`src/rtl/uart_pkg.sv`:
```
// Shared types and helpers for the configurable UART receiver and its matching transmitter.
package uart_pkg;

  localparam int unsigned MAX_DATA_BITS = 9;

  typedef enum logic [1:0] {
    PARITY_NONE = 2'd0,
    PARITY_ODD  = 2'd1,
    PARITY_EVEN = 2'd2
  } parity_mode_t;

  typedef enum logic [2:0] {
    ST_IDLE,
    ST_START,
    ST_DATA,
    ST_PARITY,
    ST_STOP,
    ST_BREAK_WAIT
  } rx_state_t;

  function automatic logic majority3(input logic a, input logic b, input logic c);
    return (a & b) | (a & c) | (b & c);
  endfunction

  // Narrower words are zero-extended by the caller; zeros do not change the XOR.
  function automatic logic parity_ok(input logic [MAX_DATA_BITS-1:0] data,
                                     input logic par_bit,
                                     input parity_mode_t mode);
    logic x;
    x = ^data ^ par_bit;
    case (mode)
      PARITY_ODD:  return x == 1'b1;
      PARITY_EVEN: return x == 1'b0;
      default:     return 1'b1;
    endcase
  endfunction

endpackage

```
`src/rtl/uart_baud_tick.sv`:
```
// Oversample tick generator: one registered pulse every TICK_DIVISOR clocks, realignable via restart.
module uart_baud_tick #(
  parameter int unsigned TICK_DIVISOR = 1
) (
  input  logic clock,
  input  logic reset_n,
  input  logic restart,
  output logic tick
);

  localparam int unsigned CW = (TICK_DIVISOR > 1) ? $clog2(TICK_DIVISOR) : 1;

  logic [CW-1:0] count;

  always_ff @(posedge clock) begin
    if (!reset_n || restart) begin
      count <= '0;
      tick  <= 1'b0;
    end else if (count == CW'(TICK_DIVISOR - 1)) begin
      count <= '0;
      tick  <= 1'b1;
    end else begin
      count <= count + 1'b1;
      tick  <= 1'b0;
    end
  end

endmodule

```
`src/rtl/uart_rx_configurable.sv`:
```
// Oversampling UART receiver with configurable framing, 3-sample voting, error/break reporting
// and a one-deep valid/ready output register.
module uart_rx_configurable
  import uart_pkg::*;
#(
  parameter int unsigned CLOCK_FREQUENCY = 50000000,
  parameter int unsigned BAUD_RATE       = 9600,
  parameter int unsigned DATA_BITS       = 8,
  parameter int unsigned PARITY          = 0,
  parameter int unsigned STOP_BITS       = 1,
  parameter int unsigned OVERSAMPLE      = 16,
  parameter int unsigned TICK_DIVISOR    = CLOCK_FREQUENCY / (BAUD_RATE * OVERSAMPLE)
) (
  input  logic                 clock,
  input  logic                 reset_n,
  input  logic                 rx,
  output logic [DATA_BITS-1:0] data,
  output logic                 valid,
  input  logic                 ready,
  output logic                 parity_error,
  output logic                 framing_error,
  output logic                 overrun,
  output logic                 break_detect,
  output logic                 busy
);

  localparam int unsigned SW       = $clog2(OVERSAMPLE);
  localparam int unsigned BW       = $clog2(DATA_BITS + 1);
  localparam int unsigned MID_LO   = OVERSAMPLE / 2 - 1;
  localparam int unsigned MID      = OVERSAMPLE / 2;
  localparam int unsigned VOTE_IDX = OVERSAMPLE / 2 + 1;
  localparam parity_mode_t MODE    = parity_mode_t'(2'(PARITY));

  rx_state_t state, state_next;

  logic                 sync_1, rx_s;
  logic                 tick;
  logic [SW-1:0]        sample_cnt;
  logic [BW-1:0]        bit_cnt;
  logic                 samp_a, samp_b;
  logic [DATA_BITS-1:0] data_sr;
  logic                 perr, ferr, par_zero;

  logic restart_c, vote_c, vote_tick_c, bit_end_c, break_cond_c;
  logic complete_c, break_c;

  // Two-flop synchroniser; idles high so reset never looks like a start edge.
  always_ff @(posedge clock) begin
    if (!reset_n) begin
      sync_1 <= 1'b1;
      rx_s   <= 1'b1;
    end else begin
      sync_1 <= rx;
      rx_s   <= sync_1;
    end
  end

  assign restart_c    = (state == ST_IDLE) && !rx_s;
  assign vote_c       = majority3(samp_a, samp_b, rx_s);
  assign vote_tick_c  = tick && (sample_cnt == SW'(VOTE_IDX));
  assign bit_end_c    = tick && (sample_cnt == SW'(OVERSAMPLE - 1));
  assign break_cond_c = (data_sr == '0) && par_zero && !vote_c;

  uart_baud_tick #(
    .TICK_DIVISOR(TICK_DIVISOR)
  ) u_baud_tick (
    .clock  (clock),
    .reset_n(reset_n),
    .restart(restart_c),
    .tick   (tick)
  );

  always_ff @(posedge clock) begin
    if (!reset_n) state <= ST_IDLE;
    else          state <= state_next;
  end

  always_comb begin
    state_next = state;
    complete_c = 1'b0;
    break_c    = 1'b0;
    unique case (state)
      ST_IDLE: if (!rx_s) state_next = ST_START;
      ST_START: begin
        if (vote_tick_c && vote_c) state_next = ST_IDLE;
        else if (bit_end_c)        state_next = ST_DATA;
      end
      ST_DATA: begin
        if (bit_end_c && bit_cnt == BW'(DATA_BITS - 1))
          state_next = (MODE != PARITY_NONE) ? ST_PARITY : ST_STOP;
      end
      ST_PARITY: if (bit_end_c) state_next = ST_STOP;
      // Completion happens at the last stop vote so a following start edge is not missed.
      ST_STOP: begin
        if (vote_tick_c) begin
          if (bit_cnt == '0 && break_cond_c) begin
            state_next = ST_BREAK_WAIT;
            break_c    = 1'b1;
          end else if (bit_cnt == BW'(STOP_BITS - 1)) begin
            state_next = ST_IDLE;
            complete_c = 1'b1;
          end
        end
      end
      ST_BREAK_WAIT: if (rx_s) state_next = ST_IDLE;
      default: state_next = ST_IDLE;
    endcase
  end

  // Bit timing, majority samples and frame accumulation.
  always_ff @(posedge clock) begin
    if (!reset_n) begin
      sample_cnt <= '0;
      bit_cnt    <= '0;
      samp_a     <= 1'b1;
      samp_b     <= 1'b1;
      data_sr    <= '0;
      perr       <= 1'b0;
      ferr       <= 1'b0;
      par_zero   <= 1'b1;
    end else begin
      if (state == ST_IDLE || state == ST_BREAK_WAIT)
        sample_cnt <= '0;
      else if (tick)
        sample_cnt <= (sample_cnt == SW'(OVERSAMPLE - 1)) ? '0 : sample_cnt + 1'b1;

      if (tick && sample_cnt == SW'(MID_LO)) samp_a <= rx_s;
      if (tick && sample_cnt == SW'(MID))    samp_b <= rx_s;

      if (restart_c) begin
        bit_cnt  <= '0;
        perr     <= 1'b0;
        ferr     <= 1'b0;
        par_zero <= 1'b1;
      end else if (bit_end_c && state != ST_IDLE) begin
        bit_cnt <= (state_next != state) ? '0 : bit_cnt + 1'b1;
      end

      if (vote_tick_c) begin
        case (state)
          ST_DATA:   data_sr <= {vote_c, data_sr[DATA_BITS-1:1]};
          ST_PARITY: begin
            perr     <= !parity_ok(MAX_DATA_BITS'(data_sr), vote_c, MODE);
            par_zero <= !vote_c;
          end
          ST_STOP:   if (!vote_c) ferr <= 1'b1;
          default: ;
        endcase
      end
    end
  end

  // One-deep output register; a frame completing against a stalled word is dropped.
  always_ff @(posedge clock) begin
    if (!reset_n) begin
      data          <= '0;
      valid         <= 1'b0;
      parity_error  <= 1'b0;
      framing_error <= 1'b0;
      overrun       <= 1'b0;
      break_detect  <= 1'b0;
      busy          <= 1'b0;
    end else begin
      overrun      <= 1'b0;
      break_detect <= break_c;
      busy         <= (state_next != ST_IDLE);
      if (valid && ready) valid <= 1'b0;
      if (complete_c) begin
        if (!valid || ready) begin
          data          <= data_sr;
          parity_error  <= perr;
          framing_error <= ferr | !vote_c;
          valid         <= 1'b1;
        end else begin
          overrun <= 1'b1;
        end
      end
    end
  end

endmodule

```
`config.mk`:
```
export PLATFORM = sky130hd
export DESIGN_NAME = uart_rx_configurable
export DESIGN_NICKNAME = d
export VERILOG_FILES = /design/src/rtl/uart_pkg.sv /design/src/rtl/uart_baud_tick.sv /design/src/rtl/uart_rx_configurable.sv
export SDC_FILE = /design/constraint.sdc
export NUM_CORES = 1
export LEC_CHECK = 0
export ABC_AREA = 1
export BUFFER_PORTS_ARGS = -buffer_cell sky130_fd_sc_hd__buf_2
export CAP_MARGIN = 20
export CORE_MARGIN = 10
export CORE_UTILIZATION = 60
export CTS_CLUSTER_SIZE = 14
export DETAILED_ROUTE_END_ITERATION = 8
export PLACE_DENSITY_LB_ADDON = 0.25
export SLEW_MARGIN = 20
export SYNTH_ARGS = -nofsm -noshare
export SYNTH_HDL_FRONTEND = slang
export SYNTH_SLANG_ARGS = --single-unit
```
`constraint.sdc`:
```
create_clock -name clock -period 2.9 [get_ports clock]
set_input_delay 0.29 -clock clock [delete_from_list [all_inputs] [get_ports clock]]
set_output_delay 0.29 -clock clock [all_outputs]
set_load 0.01 [all_outputs]
```
-- Yosys cells after proc, flatten, opt, wreduce, memory -nomap -nowiden
Cells that the tools add are included.
- add/sub/neg operators: 3
- eq/ne operators: 12
- mux-type cells: 35
- bitwise logic cells: 7
- reductions and logical operators: 32
- operator list (kind ; number):
    $mux 3 ; 9
    $mux 1 ; 23
    $pmux 3 s6 ; 1
    $eq 4x4->1 const B ; 3
    $logic_and 1x1->1 ; 12
    $add 9x1->9 const B ; 1
    $eq 9x9->1 const B ; 1
    $add 4x1->4 const B ; 2
    $eq 4x3->1 const B ; 2
    $logic_not 8->1 ; 1
    $mux 4 ; 2
    $eq 3x2->1 const B ; 2
    $eq 3x3->1 const B ; 2
    $reduce_and 2->1 ; 3
    $reduce_bool 3->1 ; 2
    $reduce_or 2->1 ; 3
    $logic_not 1->1 ; 5
    $logic_not 4->1 ; 1
    $and 1x1->1 ; 3
    $eq 3x1->1 const B ; 1
    $logic_not 3->1 ; 1
    $logic_or 1x1->1 ; 3
    $ne 3x3->1 ; 1
    $or 1x1->1 ; 3
    other kinds (2) ; 2
- flip-flop bits (word level): 50
- input port bits: 4
- output and inout bits: 14
- logic and storage cells: 109

-- Depth between registers and ports, before layout
- word-level depth: 11
- gate-level depth with buffers: 15
- mapped depth without buffers: 15

-- By module
From an unflattened synthesis, not the netlist that was laid out.
- cells, all modules: 320
- area, all modules: 2299.7 um^2
- by module, submodules not included (module ; instances ; cells each ; area an instance (um^2) ; seq. area each (um^2)):
    uart_rx_configurable ; 1 ; 250 ; 1813.0 ; 800.8
    uart_baud_tick ; 1 ; 70 ; 486.7 ; 200.2

-- Least setup slack after synthesis
OpenSTA, ideal clock, no wires.
- kind: reg2reg
- start: register sample_cnt[0]
- end: register bit_cnt[1]
- library setup time: 0.117 ns
- arrival time: 1.395 ns
- data required time: 2.783 ns
- slack: 1.388 ns
- stages on the path, launching flop included: 15
- path buffers: 0
- period minus slack after synthesis: 1.512 ns
- cells stage by stage: dfxtp_1 > ha_1 > nand2_2 > nor2_4 > nor2_2 > nor2_1 > nand2_1 > inv_2 > nand2_1 > nand2_1 > nand2_1 > nand2_1 > nand2_1 > nand2_2 > nor2_1
- cells in the longest elaborated chain, start to end: 7
- elaborated cells between the ends (all ways): 15
- those cells by class: eq/ne (3); mux (7); reduce/logical (5)
- RTL lines (what ; RTL line ; RTL):
    start, declared ; uart_rx_configurable.sv:38 ; logic [SW-1:0] sample_cnt;
    start signal, assigned ; uart_rx_configurable.sv:125 ; sample_cnt <= (sample_cnt == SW'(OVERSAMPLE - 1)) ? '0 : sample_cnt + 1'b1;
    $eq 4x4->1, on equally long branches ; uart_rx_configurable.sv:61, uart_rx_configurable.sv:60 ;
    $logic_and 1x1->1, on equally long branches ; uart_rx_configurable.sv:61, uart_rx_configurable.sv:60 ;
    $mux 3, or another cell as far along ; uart_rx_configurable.sv:86 ; else if (bit_end_c) state_next = ST_DATA;
    $mux 3, on equally long branches ; uart_rx_configurable.sv:85, uart_rx_configurable.sv:89 ;
    $pmux 3 s6 ; uart_rx_configurable.sv:82 ; unique case (state)
    $ne 3x3->1 ; uart_rx_configurable.sv:136 ; bit_cnt <= (state_next != state) ? '0 : bit_cnt + 1'b1;
    $mux 4 ; uart_rx_configurable.sv:136 ;
    end signal, assigned ; uart_rx_configurable.sv:136 ;
    end, declared ; uart_rx_configurable.sv:39 ; logic [BW-1:0] bit_cnt;
Several ways; a longest one is shown, not always the timed one.
A chain may end at the register's enable or synchronous reset.

-- Final worst setup path
Ends and elaborated chain as after synthesis.

==> run_results.csv <==
group,metric,value,unit
drt,num_vias,1897,
logic_synthesis,syn_avg_cell_area,7.418,um2
logic_synthesis,syn_area,0.002300,mm2
die,chipHeight,81.91,um
worst_hold_path,hold_depth,2,
global_routing,grt_pass1_vias,1720,
logic_synthesis,yosysUniqueCellTypes,31,
worst_hold_path,hp-class,"primary input to flop",
final_layout,utilization,67.77,%
sta,finalSetupViolations,0,
drt,wl_per_cell,11.55,um
worst_setup_path,path_max_fanout,6,
drt,drt-initial-drc-count,162,
placement,dp_hpwl,3.428,mm
drt,drt-vias-per-instance,5.045,
power_and_ir_drop,fin_total_pwr,1.215,mW
final_layout,syn_to_final_growth,8.705,%
die,core,0.003689,mm2
sta,fin_tns_setup,0,ns
die,num_rows,22,
die,ioPinCount,18,
clock_network,h-tree-depth,2,
logic_synthesis,synth_edf_count,0,
clock_network,cts_tree,"yes",
global_routing,grtUsageTotal,13.99,%
final_layout,final_nets,339,
final_layout,num-fill-cells,337,
final_layout,final_cell_count_no_fill,376,
clock_network,post_cts_resized,0,
power_and_ir_drop,power_density,485.9,mW/mm2
clock_network,ctsHoldBuffers,0,
clock_network,post_cts_buffers,0,
placement,portBuffers,17,
sta,final-max-slew-violation-count,0,
clock_network,cts_made_buffers,5,
global_routing,grt.overflow.total,0,
logic_synthesis,ys_ff_latch,50,
placement,place_inst,369,
drt,routed_wl,4.344,mm
sta,final-hold-violation-count,0,
sta,rsz0062_at_grt,"false",
worst_setup_path,cp.arrival,1.93,ns
placement,routabilityCongestion,0.8148,
final_layout,drive_gt1_share,16.46,%
sta,fin_skew,0.006045,ns
logic_synthesis,synthTopCellsByArea,"dfxtp_1, nand2_1, nor2_1",
logic_synthesis,syn_inst,310,
logic_synthesis,synth_top_area_share,43.53,%
logic_synthesis,synth.most_common_cell,"nand2_1",
outcome,status,"finished, final reports clean",
logic_synthesis,yosysTopAreaCell,"dfxtp_1",
global_routing,antenna_found_initial,0,
flow_run,drv_cap,0,
sta,min_period,1.734,ns
clock_network,path_clk_slew,0.09,ns
logic_synthesis,ys_warn_count,0,
worst_setup_path,start_kind,"flop",
final_layout,n_antenna_cell,0,
sta,slew_headroom,65.32,%
sta,final.period_utilization,59.80,%
power_and_ir_drop,ir_drop,0.2453,mV
logic_synthesis,synth_nets,321,
power_and_ir_drop,p_leak,1.067,nW
global_routing,grt_max_degree,18,
clock_network,root_buffer,"clkbuf_8",
logic_synthesis,seq_area_frac_synth,43.53,%
worst_setup_path,worst-setup-path-type,"flop to flop",
worst_setup_path,critical_path.endpoint_type,"flop",
logic_synthesis,synth_common_cells,"nand2_1, dfxtp_1, nor2_1",
clock_network,cts_sinks,50,
sta,fmax,576.6,MHz
worst_setup_path,ff2ff_path_depth,12,
global_routing,grt_pass1_wl,7.514,mm
die,die_area,0.006709,mm2
sta,worst_pin_slew,0.5196,ns
die,die_x,81.91,um
drt,detail-route-antenna-nets,0,
worst_setup_path,required,3.09,ns
logic_synthesis,synthFlopType,"dfxtp_1",
drt,drtPass1Iterations,4,
drt,route.detailed.drc,0,
clock_network,clk_path_buf_depth,2,
die,initial_core_util,62.35,%
sta,hold_slack,0.1971,ns
logic_synthesis,synthArstFlopShare,0,%
clock_network,clkLatencyLatePin,0.30,ns
-- cell type report --
type                            instances  area, um2  area share, %
Sequential cell                        50       1001          40.04
Inverter                               44      166.4          6.657
Timing Repair Buffer                   17      85.08          3.403
Clock inverter                          2      38.79          1.552
Clock buffer                            5      68.82          2.753
Multi-Input combinational cell        210       1080          43.19
Tap cell                               48      60.06          2.402
-- critical path: stages (launching register included) --
cell	delay [ns]
dfxtp_1	0.43
ha_1	0.23
nand2_2	0.09
nor2_4	0.16
inv_1	0.10
nor3_2	0.19
a31oi_1	0.06
nand2_1	0.08
inv_1	0.04
nand2_1	0.05
nand2_1	0.05
nand2_2	0.09
nor2_1	0.05
-- state kept, by name, summed over array words and instances (netlist names), 3 cells and up --
register / count
state: 3
data_sr: 8
sample_cnt: 4
bit_cnt: 4
data: 8
u_baud_tick.count: 9
-- logic make-up after synthesis --
kind of cell    synth area share (%)
fa+ha+maj                      3.808
flops                          43.53
buf+inv                        9.521
compound gates                 10.77
simple gates                   30.85
xor+xnor                       1.524
-- placed cells by master (no fill, tap or decap), drive strengths merged, types with 2 or more instances in the layout --
cell | synthesis | final
xor2 | 3 | 3
clkinv | 1 | 2
nand4 | 5 | 5
clkbuf | 2 | 5
nand3 | 10 | 10
inv | 43 | 43
or2 | 2 | 2
ha | 7 | 7
buf | 4 | 17
nor3 | 7 | 7
nor2 | 52 | 52
nand2 | 71 | 71
o21ai | 20 | 20
a21oi | 24 | 24
dfxtp | 50 | 50
nor3b | 2 | 2
-- stage by stage --
stage | setup slack, ns | cell area (um2)
finish | 1.166 | 2500
global route | 0.9325 | 2500
CTS | 1.147 | 2500
detailed placement | 1.167 | 2392
global placement | 1.214 | 2392
floorplan | 1.388 | 2300
-- worst paths after layout --
kind                  from          to  slack, ns
max          sample_cnt[0]  bit_cnt[1]       1.17
min                     rx      sync_1       0.20
max reg2reg  sample_cnt[0]  bit_cnt[1]       1.17
min reg2reg           perr        perr       0.45
-- report_power, final --
part / switching (mW) / internal, mW
combinational: 0.0293 / 0.0144
clock: 0.220 / 0.254
sequential: 0.00523 / 0.692
total: 0.254 / 0.960
-- layer usage --
| layer | vias to the layer above | part of all wire, % | GRT usage, % | wire, um |
|---|---|---|---|---|
| met1 | 841 | 48 | 17.25 | 2073 |
| met2 | 31 | 45 | 22.96 | 1967 |
| met3 | 6 | 5.6 | 3.275 | 244 |
| met4 | 0 | 1.4 | 5.612 | 59 |
| met5 | - | 0 | 0 | 0 |
| li1 | 1019 | - | - | - |
Note: power is estimated with default switching activity, not from simulation.
